==> config.mk <==
export PLATFORM = sky130hd
export DESIGN_NAME = noisy_tone_gen_flat
export DESIGN_NICKNAME = d
export VERILOG_FILES = /design/src/rtl/noisy_tone_gen_if.sv /design/src/rtl/noisy_tone_gen.sv /design/src/flat_wrapper.sv
export SDC_FILE = /design/constraint.sdc
export NUM_CORES = 1
export LEC_CHECK = 0
export CAP_MARGIN = 10
export CORE_MARGIN = 1
export CORE_UTILIZATION = 30
export DETAILED_ROUTE_END_ITERATION = 7
export PLACE_DENSITY = 0.49
export SYNTH_ARGS = -nofsm -noshare
export SYNTH_HDL_FRONTEND = slang
export SYNTH_SLANG_ARGS = --single-unit
==> constraint.sdc <==
create_clock -name clk -period 4.8 [get_ports clk]
set_input_delay 0.72 -clock clk [delete_from_list [all_inputs] [get_ports clk]]
set_output_delay 0.72 -clock clk [all_outputs]
set_load 0.03 [all_outputs]
==> src/rtl/noisy_tone_gen_if.sv <==
// Configuration port of noisy_tone_gen: tone frequency word and noise
// attenuation, moved with a valid/ready handshake.
interface noisy_tone_gen_if #(
  parameter int PHASE_W = 24
);
  logic               cfg_valid;
  logic               cfg_ready;
  logic [PHASE_W-1:0] cfg_fcw;
  logic [4:0]         cfg_noise_shift;

  modport master (
    output cfg_valid,
    output cfg_fcw,
    output cfg_noise_shift,
    input  cfg_ready
  );

  modport slave (
    input  cfg_valid,
    input  cfg_fcw,
    input  cfg_noise_shift,
    output cfg_ready
  );
endinterface

==> src/rtl/noisy_tone_gen.sv <==
// Test-signal source: DDS sine tone plus shifted LFSR noise, saturated to
// signed Q1.15, one sample per enabled clock through a 3-stage pipeline.
//
// state | meaning
// IDLE  | enable low; config writes fcw directly, phase parked at 0
// RUN   | generating; a config write is parked in pending_fcw
// PEND  | generating; pending_fcw waits for the next phase wrap, cfg_ready low
module noisy_tone_gen #(
  parameter int          PHASE_W   = 24,
  parameter logic [15:0] LFSR_SEED = 16'hACE1
) (
  input  logic               clk,
  input  logic               rst_n,
  input  logic               enable,
  noisy_tone_gen_if.slave    cfg,
  output logic signed [15:0] noisy_signal,
  output logic               sample_valid
);

  typedef enum logic [1:0] {IDLE, RUN, PEND} state_t;

  state_t             state, state_nxt;
  logic [PHASE_W-1:0] phase, phase_nxt;
  logic [PHASE_W-1:0] fcw, fcw_nxt;
  logic [PHASE_W-1:0] pending_fcw, pending_nxt;
  logic [PHASE_W:0]   phase_sum;
  logic [4:0]         noise_shift;
  logic [15:0]        lfsr;
  logic               xfer;
  logic               wrap;

  logic [PHASE_W-1:0] s1_phase;
  logic [15:0]        s1_lfsr;
  logic               s1_v;

  logic [1:0]         quad;
  logic [5:0]         addr;
  logic [5:0]         idx;
  logic [14:0]        mag;
  logic signed [15:0] tone_c, noise_c;
  logic signed [15:0] tone_r, noise_r;
  logic               s2_v;

  logic signed [16:0] sum;
  logic signed [15:0] sat;

  // Quarter-wave table: round(16383*sin(2*pi*(k+0.5)/256)).
  function automatic logic [14:0] tone_lut(input logic [5:0] k);
    tone_lut = 15'd0;
    case (k)
      6'd0:  tone_lut = 15'd201;   6'd1:  tone_lut = 15'd603;   6'd2:  tone_lut = 15'd1005;  6'd3:  tone_lut = 15'd1406;
      6'd4:  tone_lut = 15'd1806;  6'd5:  tone_lut = 15'd2205;  6'd6:  tone_lut = 15'd2603;  6'd7:  tone_lut = 15'd2999;
      6'd8:  tone_lut = 15'd3393;  6'd9:  tone_lut = 15'd3785;  6'd10: tone_lut = 15'd4175;  6'd11: tone_lut = 15'd4563;
      6'd12: tone_lut = 15'd4948;  6'd13: tone_lut = 15'd5330;  6'd14: tone_lut = 15'd5708;  6'd15: tone_lut = 15'd6083;
      6'd16: tone_lut = 15'd6455;  6'd17: tone_lut = 15'd6822;  6'd18: tone_lut = 15'd7186;  6'd19: tone_lut = 15'd7545;
      6'd20: tone_lut = 15'd7900;  6'd21: tone_lut = 15'd8249;  6'd22: tone_lut = 15'd8594;  6'd23: tone_lut = 15'd8934;
      6'd24: tone_lut = 15'd9268;  6'd25: tone_lut = 15'd9597;  6'd26: tone_lut = 15'd9920;  6'd27: tone_lut = 15'd10237;
      6'd28: tone_lut = 15'd10548; 6'd29: tone_lut = 15'd10852; 6'd30: tone_lut = 15'd11150; 6'd31: tone_lut = 15'd11441;
      6'd32: tone_lut = 15'd11726; 6'd33: tone_lut = 15'd12003; 6'd34: tone_lut = 15'd12273; 6'd35: tone_lut = 15'd12536;
      6'd36: tone_lut = 15'd12791; 6'd37: tone_lut = 15'd13038; 6'd38: tone_lut = 15'd13278; 6'd39: tone_lut = 15'd13509;
      6'd40: tone_lut = 15'd13733; 6'd41: tone_lut = 15'd13948; 6'd42: tone_lut = 15'd14154; 6'd43: tone_lut = 15'd14353;
      6'd44: tone_lut = 15'd14542; 6'd45: tone_lut = 15'd14723; 6'd46: tone_lut = 15'd14895; 6'd47: tone_lut = 15'd15058;
      6'd48: tone_lut = 15'd15212; 6'd49: tone_lut = 15'd15356; 6'd50: tone_lut = 15'd15492; 6'd51: tone_lut = 15'd15618;
      6'd52: tone_lut = 15'd15735; 6'd53: tone_lut = 15'd15842; 6'd54: tone_lut = 15'd15940; 6'd55: tone_lut = 15'd16028;
      6'd56: tone_lut = 15'd16106; 6'd57: tone_lut = 15'd16175; 6'd58: tone_lut = 15'd16234; 6'd59: tone_lut = 15'd16283;
      6'd60: tone_lut = 15'd16323; 6'd61: tone_lut = 15'd16352; 6'd62: tone_lut = 15'd16372; 6'd63: tone_lut = 15'd16382;
      default: tone_lut = 15'd0;
    endcase
  endfunction

  assign cfg.cfg_ready = (state != PEND);
  assign xfer          = cfg.cfg_valid && cfg.cfg_ready;
  assign phase_sum     = {1'b0, phase} + {1'b0, fcw};
  assign wrap          = phase_sum[PHASE_W];

  always_comb begin
    state_nxt   = state;
    phase_nxt   = phase;
    fcw_nxt     = fcw;
    pending_nxt = pending_fcw;
    if (enable) phase_nxt = phase_sum[PHASE_W-1:0];
    case (state)
      IDLE: begin
        if (xfer) fcw_nxt = cfg.cfg_fcw;
        if (enable) state_nxt = RUN;
      end
      RUN: begin
        if (xfer) pending_nxt = cfg.cfg_fcw;
        if (!enable) begin
          state_nxt = IDLE;
          phase_nxt = '0;
        end else if (xfer) begin
          state_nxt = PEND;
        end
      end
      PEND: begin
        if (!enable) begin
          state_nxt = IDLE;
          phase_nxt = '0;
          fcw_nxt   = pending_fcw;
        end else if (wrap) begin
          // the wrapping step itself still uses the old word
          state_nxt = RUN;
          fcw_nxt   = pending_fcw;
        end
      end
      default: state_nxt = IDLE;
    endcase
  end

  assign quad = s1_phase[PHASE_W-1 -: 2];
  assign addr = s1_phase[PHASE_W-3 -: 6];
  assign idx  = quad[0] ? (6'd63 - addr) : addr;
  assign mag  = tone_lut(idx);

  always_comb begin
    tone_c = $signed({1'b0, mag});
    if (quad[1]) tone_c = -$signed({1'b0, mag});
  end

  always_comb begin
    noise_c = '0;
    if (!noise_shift[4]) noise_c = $signed(s1_lfsr) >>> noise_shift[3:0];
  end

  assign sum = $signed({tone_r[15], tone_r}) + $signed({noise_r[15], noise_r});

  always_comb begin
    sat = sum[15:0];
    if (sum[16] != sum[15]) sat = sum[16] ? 16'sh8000 : 16'sh7FFF;
  end

  always_ff @(posedge clk) begin
    if (!rst_n) begin
      state        <= IDLE;
      phase        <= '0;
      fcw          <= '0;
      pending_fcw  <= '0;
      noise_shift  <= 5'd16;
      lfsr         <= LFSR_SEED;
      s1_phase     <= '0;
      s1_lfsr      <= '0;
      s1_v         <= 1'b0;
      tone_r       <= '0;
      noise_r      <= '0;
      s2_v         <= 1'b0;
      noisy_signal <= '0;
      sample_valid <= 1'b0;
    end else begin
      state       <= state_nxt;
      phase       <= phase_nxt;
      fcw         <= fcw_nxt;
      pending_fcw <= pending_nxt;
      if (xfer) noise_shift <= cfg.cfg_noise_shift;
      s1_v <= enable;
      if (enable) begin
        s1_phase <= phase;
        s1_lfsr  <= lfsr;
        lfsr     <= {1'b0, lfsr[15:1]} ^ (lfsr[0] ? 16'hB400 : 16'h0000);
      end
      tone_r       <= tone_c;
      noise_r      <= noise_c;
      s2_v         <= s1_v;
      noisy_signal <= s2_v ? sat : 16'sd0;
      sample_valid <= s2_v;
    end
  end

endmodule

==> src/flat_wrapper.sv <==
// flat-port wrapper written by rule: the top's interface ports become plain ports
module noisy_tone_gen_flat 
#(
  parameter int          PHASE_W   = 24,
  parameter logic [15:0] LFSR_SEED = 16'hACE1
)
  (clk, rst_n, enable, noisy_signal, sample_valid, cfg_cfg_valid, cfg_cfg_fcw, cfg_cfg_noise_shift, cfg_cfg_ready);
  noisy_tone_gen_if #(.PHASE_W(PHASE_W)) cfg_i ();
  input  logic clk;
  input  logic rst_n;
  input  logic enable;
  output logic signed [15:0] noisy_signal;
  output logic sample_valid;
  input wire logic [$bits(cfg_i.cfg_valid)-1:0] cfg_cfg_valid;
  input wire logic [$bits(cfg_i.cfg_fcw)-1:0] cfg_cfg_fcw;
  input wire logic [$bits(cfg_i.cfg_noise_shift)-1:0] cfg_cfg_noise_shift;
  output wire logic [$bits(cfg_i.cfg_ready)-1:0] cfg_cfg_ready;
  assign cfg_i.cfg_valid = cfg_cfg_valid;
  assign cfg_i.cfg_fcw = cfg_cfg_fcw;
  assign cfg_i.cfg_noise_shift = cfg_cfg_noise_shift;
  assign cfg_cfg_ready = cfg_i.cfg_ready;
  noisy_tone_gen #(.PHASE_W(PHASE_W), .LFSR_SEED(LFSR_SEED)) u_core (.clk(clk), .rst_n(rst_n), .enable(enable), .cfg(cfg_i), .noisy_signal(noisy_signal), .sample_valid(sample_valid));
endmodule
[Word-level counts from Yosys, hierarchy flattened]
Memories as Yosys holds them, arrays and structs flattened.
Cells that the tools add are included.
Word-level totals
  register bits: 186
  latch bits: 0
  RAM bits: 0
  ROM bits: 896
  bits of input ports: 33
  output and inout port bits: 18
  memories kept: 1
Operators by class
  $add $sub $neg: 4
  multiply operators: 0
  divide/modulo/power cells: 0
  order comparisons: 0
  equality and inequality tests: 8
  shift-type cells: 1
  muxes and demuxes: 18
  bitwise operators: 2
  reductions and logical operators: 10
Memories
  (no name shown): depth 64, width 14, rd ports 1, clocked after memory_dff 0, write ports 0, line noisy_tone_gen.sv:50  | case (k)
Operators with widths (count)
  2-to-1 mux 24 bit: 6
  2-to-1 mux 16 bit: 3
  case mux 24 bit (2 select lines): 1
  adder 24 x 24 -> 25 bit: 1
  adder 16 x 16 -> 17 bit: 1
  negator 15 -> 16 bit: 1
  >>> shifter 16 x 4 -> 16 bit: 1
  bitwise XOR 15 x 16 -> 16 bit: 1
  2-to-1 mux 15 bit: 1
  2-to-1 mux 2 bit: 5
  2-to-1 mux 6 bit: 1
  != test 3 x 2 -> 1 bit, second input constant: 2
  case mux 2 bit (3 select lines): 1
  AND reduction 2 bit: 3
  AND reduction 3 bit: 2
  subtractor 6 bit, first input constant: 1
  != test 2 bit, second input constant: 2
  OR reduction 2 bit: 2
  equality test 2 x 1 -> 1 bit, second input constant: 1
  equality test 2 bit, second input constant: 1
  zero test 2 bit: 1
  != test 2 x 1 -> 1 bit, second input constant: 1
  nonzero test 2 bit: 1
  logical AND 1 bit: 1
  other kinds (2): 2

[Logic depth before layout (Yosys ltp)]
  word-level depth: 5
  gate-level depth with buffers: 18
  gate-level depth less buffers: 15

[Worst setup path after synthesis]
OpenSTA, ideal clock, no wires.
  path kind: flip-flop to flip-flop
  start: register u_core.s1_phase[22]
  end: register u_core.tone_r[12]
  arrival: 3.864 ns
  required time: 4.726 ns
  path slack: 0.862 ns
  cell stages (with the launch flop): 17
  cells stage by stage: dfxtp_1 > buf_6 > buf_6 > nor2b_1 > or2_2 > ha_1 > clkbuf_1 > clkinv_1 > o21ai_0 > a2111oi_0 > o41a_1 > inv_1 > ha_1 > inv_1 > or4_4 > or4b_1 > o211ai_2
On the way
  longest elaborated chain between the ends: 4
RTL lines
  start: declaration: line noisy_tone_gen.sv:32  | logic [PHASE_W-1:0] s1_phase;
  start signal: assignment: line noisy_tone_gen.sv:157  | s1_phase <= phase;
  2-to-1 mux 6 bit *: line noisy_tone_gen.sv:113  | assign idx = quad[0] ? (6'd63 - addr) : addr;
  memory (64 x 14 bit) *
  negator 15 -> 16 bit: line noisy_tone_gen.sv:118  | if (quad[1]) tone_c = -$signed({1'b0, mag});
  2-to-1 mux 15 bit *: line noisy_tone_gen.sv:118
  end signal: assignment: line noisy_tone_gen.sv:161  | tone_r <= tone_c;
  end: declaration: line noisy_tone_gen.sv:41  | logic signed [15:0] tone_r, noise_r;
Mark *: on every way between the ends. The rest lies on a longest branch, timed or not.
A chain may end at the register's enable or synchronous reset.

[Worst setup path in the final report]
Ends and elaborated chain as after synthesis.

==> impl_metrics.ini <==
[worst_hold_path]
worst_hold_path.endpoint = u_core.pending_fcw[23]
min_path_cells = 2
hp-class = flop to flop
hold_start = u_core.pending_fcw[23]

[cts]
clk_pin_slew_ps = 70
htree_levels = 4
cts.sinks = 163
clk_latency_ps = 430
cts_tree = done
cts_resized = 0
clk_path_buf_depth = 2
hold_buffers = 0
cts_setup_buffers = 0
cts_made_buffers = 17
cts_root_buffer = clkbuf_16

[synth]
syn-num-nets = 1475
netlist_area_um2 = 11100
netlist_instances = 1386
synth_edf_count = 0
ys_seq_area_frac = 0.295
synthTopCellsByArea = dfxtp_1 (29%), ha_1 (6.1%), mux2i_1 (5.6%)
yosys.area.top_type = dfxtp_1
synth-async-reset-ratio = 0
synth_top_cell_area_share = 0.295
ys_ff_latch = 163
yosysWarnings = 0
synth_ff_type = dfxtp_1
yosys.cell_types.count = 95
synth_area_per_cell_um2 = 7.99

[sta]
fin_tns_setup_ps = 0
tightest_slew_ps = 1260
rsz0062_at_grt = no
skew_ps = 7.50
hold_viol = 0
slew_headroom = 0.162
maxSlewViolCount = 0
post-route-period-util = 0.903
setup_viol = 0
fmaxAchievable_mhz = 231
fin_crit_ps = 4330

[setup_path]
critPathMaxFanout = 13
startpoint_type = flop
cp_common_cell = inv_1
r2r_slack_ps = 470
rr_endpoint = u_core.tone_r[12]
crit_type = flop to flop
reg2reg_depth = 14
timing.rr.start = u_core.s1_phase[22]
path_cells = xor2_1 -> inv_1 -> ha_1 -> inv_1 -> o21ai_0 -> o2bb2a_1 -> and3_1 -> o41a_1 -> inv_1 -> ha_1 -> inv_1 -> or4_4 -> or4b_1 -> o211ai_2
cp.required_ps = 5160
critical-path-slowest-cell = or4_4
arrival_ps = 4690
worstSetupEndpointType = flop
max_stage_delay_ps = 580

[die]
die_y_um = 194
rows = 70
die_width_um = 194
core_area_um2 = 36400
pin_count = 51
fp.dieArea_um2 = 37700
floorplan.initialDensity = 0.304

[route]
wl_per_cell_um = 17.3
viasPerCell = 5.35
vias = 9954
dr.pass1.iters = 5
drc = 0
postRouteAntennaNets = 0
drt-total-wl_um = 32200
first_iter_violations = 656

[global_route]
grt_overflow = 0
grt_pass1_wl_um = 51700
grt_pass1_vias = 9480
grt_usage = 0.170
antenna_found_initial = 0
grt_max_degree = 89

[final_layout]
most-common-layout-cells = dfxtp_1 (160), nand2_1 (147), nor2_1 (125), a21oi_1 (116), o21ai_0 (87)
final_util = 0.341
final_cell_area_um2 = 12400
final_common_cell = dfxtp_1
fillCellCount = 3847
diodes = 0
drive_gt1_frac = 0.0683
syn_to_final_growth_pct = 12.3
fin_nets = 1467

[power]
powerDensity_nw_per_um2 = 410
p_leak_nw = 4.62
vdd_drop_max_mv = 0.274

[place]
dpl-instance-area_um2 = 11900
portBuffers = 50
place_hpwl_um = 23000
globalplace.congestion = 0.940

[job]
maxCapViolCount = 0

[status]
outcome = complete, no violations
[worst max-delay path, delay by kind of cell (launching register included)]
family / cells / cell delay [ps]
and+or+nand+nor: 3 / 1270
AOI/OAI and AO/OA: 4 / 950
xor gates and xnor gates: 1 / 570
adders and majority gates: 2 / 530
buffers and inverters: 4 / 520
DFF: 1 / 410
[through the flow]
stage	worst slack [ps]	std cells	power (mW)	hold slack, ps
after CTS	516	1859	5.14	453
after global placement	621	1827	3.74	437
after floorplan	862	1386	3.23	412
after global routing	252	1859	5.46	456
after detailed placement	555	1827	3.74	434
final	468	1859	5.10	453
[synthesized netlist by cell type, drive strengths merged, types with 26 or more instances]
library cell	count
nor2	125
nand3	30
nand2b	38
dfxtp	163
nand2	148
inv	36
ha	54
xnor2	28
nor2b	26
a21oi	116
buf	42
mux2i	62
a211oi	52
o21ai	89
clkbuf	57
[registers in the layout, summed over array words and instances, names as in the netlist]
signal               count
u_core.pending_fcw      24
u_core.fcw              24
u_core.sample_valid      1
u_core.tone_r           16
u_core.s2_v              1
u_core.s1_lfsr          15
u_core.state             2
u_core.phase            24
u_core.lfsr             10
u_core.noise_shift       5
u_core.noise_r          16
u_core.s1_phase          8
u_core.s1_v              1
u_core.noisy_signal     16
[routing by layer]
layer,up-vias,wire [um],part of all wire,track usage
li1,5047,-,-,-
met1,4626,15400,0.48,0.235
met2,246,14900,0.46,0.273
met3,35,1450,0.045,0.0250
met4,0,456,0.014,0.0473
met5,-,0,0,0
[how the worst max path moves through the flow]
| stage | from | endpoint | slack, ps |
|---|---|---|---|
| 2_1_floorplan | u_core.s1_phase[22] | u_core.tone_r[12] | 860 |
| 3_3_place_gp | u_core.s1_phase[22] | u_core.tone_r[12] | 620 |
| 3_5_place_dp | u_core.s1_phase[22] | u_core.tone_r[12] | 550 |
| 4_1_cts | u_core.s1_phase[22] | u_core.tone_r[12] | 520 |
| 5_1_grt | u_core.s1_phase[22] | u_core.tone_r[12] | 250 |
| 6_report | u_core.s1_phase[22] | u_core.tone_r[12] | 470 |
[area by class of cell]
cell class                 count  area (um2)  area share
multi-input combinational   1083        7180       0.577
sequential                   163        3270       0.263
timing repair buffer          72         673      0.0541
tap                          468         586      0.0471
clock buffer                  18         429      0.0345
inverter                      41         155      0.0125
clock inverter                14         153      0.0123
[where the power goes]
| group | total [mW] | switching, mW | leakage (nW) | internal, mW |
|---|---|---|---|---|
| sequential | 1.76 | 0.177 | 1.34 | 1.58 |
| combinational | 1.97 | 1.19 | 3.01 | 0.782 |
| clock | 1.37 | 0.599 | 0.274 | 0.773 |
[cell families after synthesis]
group / Yosys count / synth area share
compound gates: 447 / 0.267
fa+ha+maj: 56 / 0.0646
buf+inv: 140 / 0.0586
mux: 77 / 0.0784
simple gates: 461 / 0.200
xor+xnor: 42 / 0.0373
flops: 163 / 0.295
No activity file was read; power rests on OpenSTA's default activity.
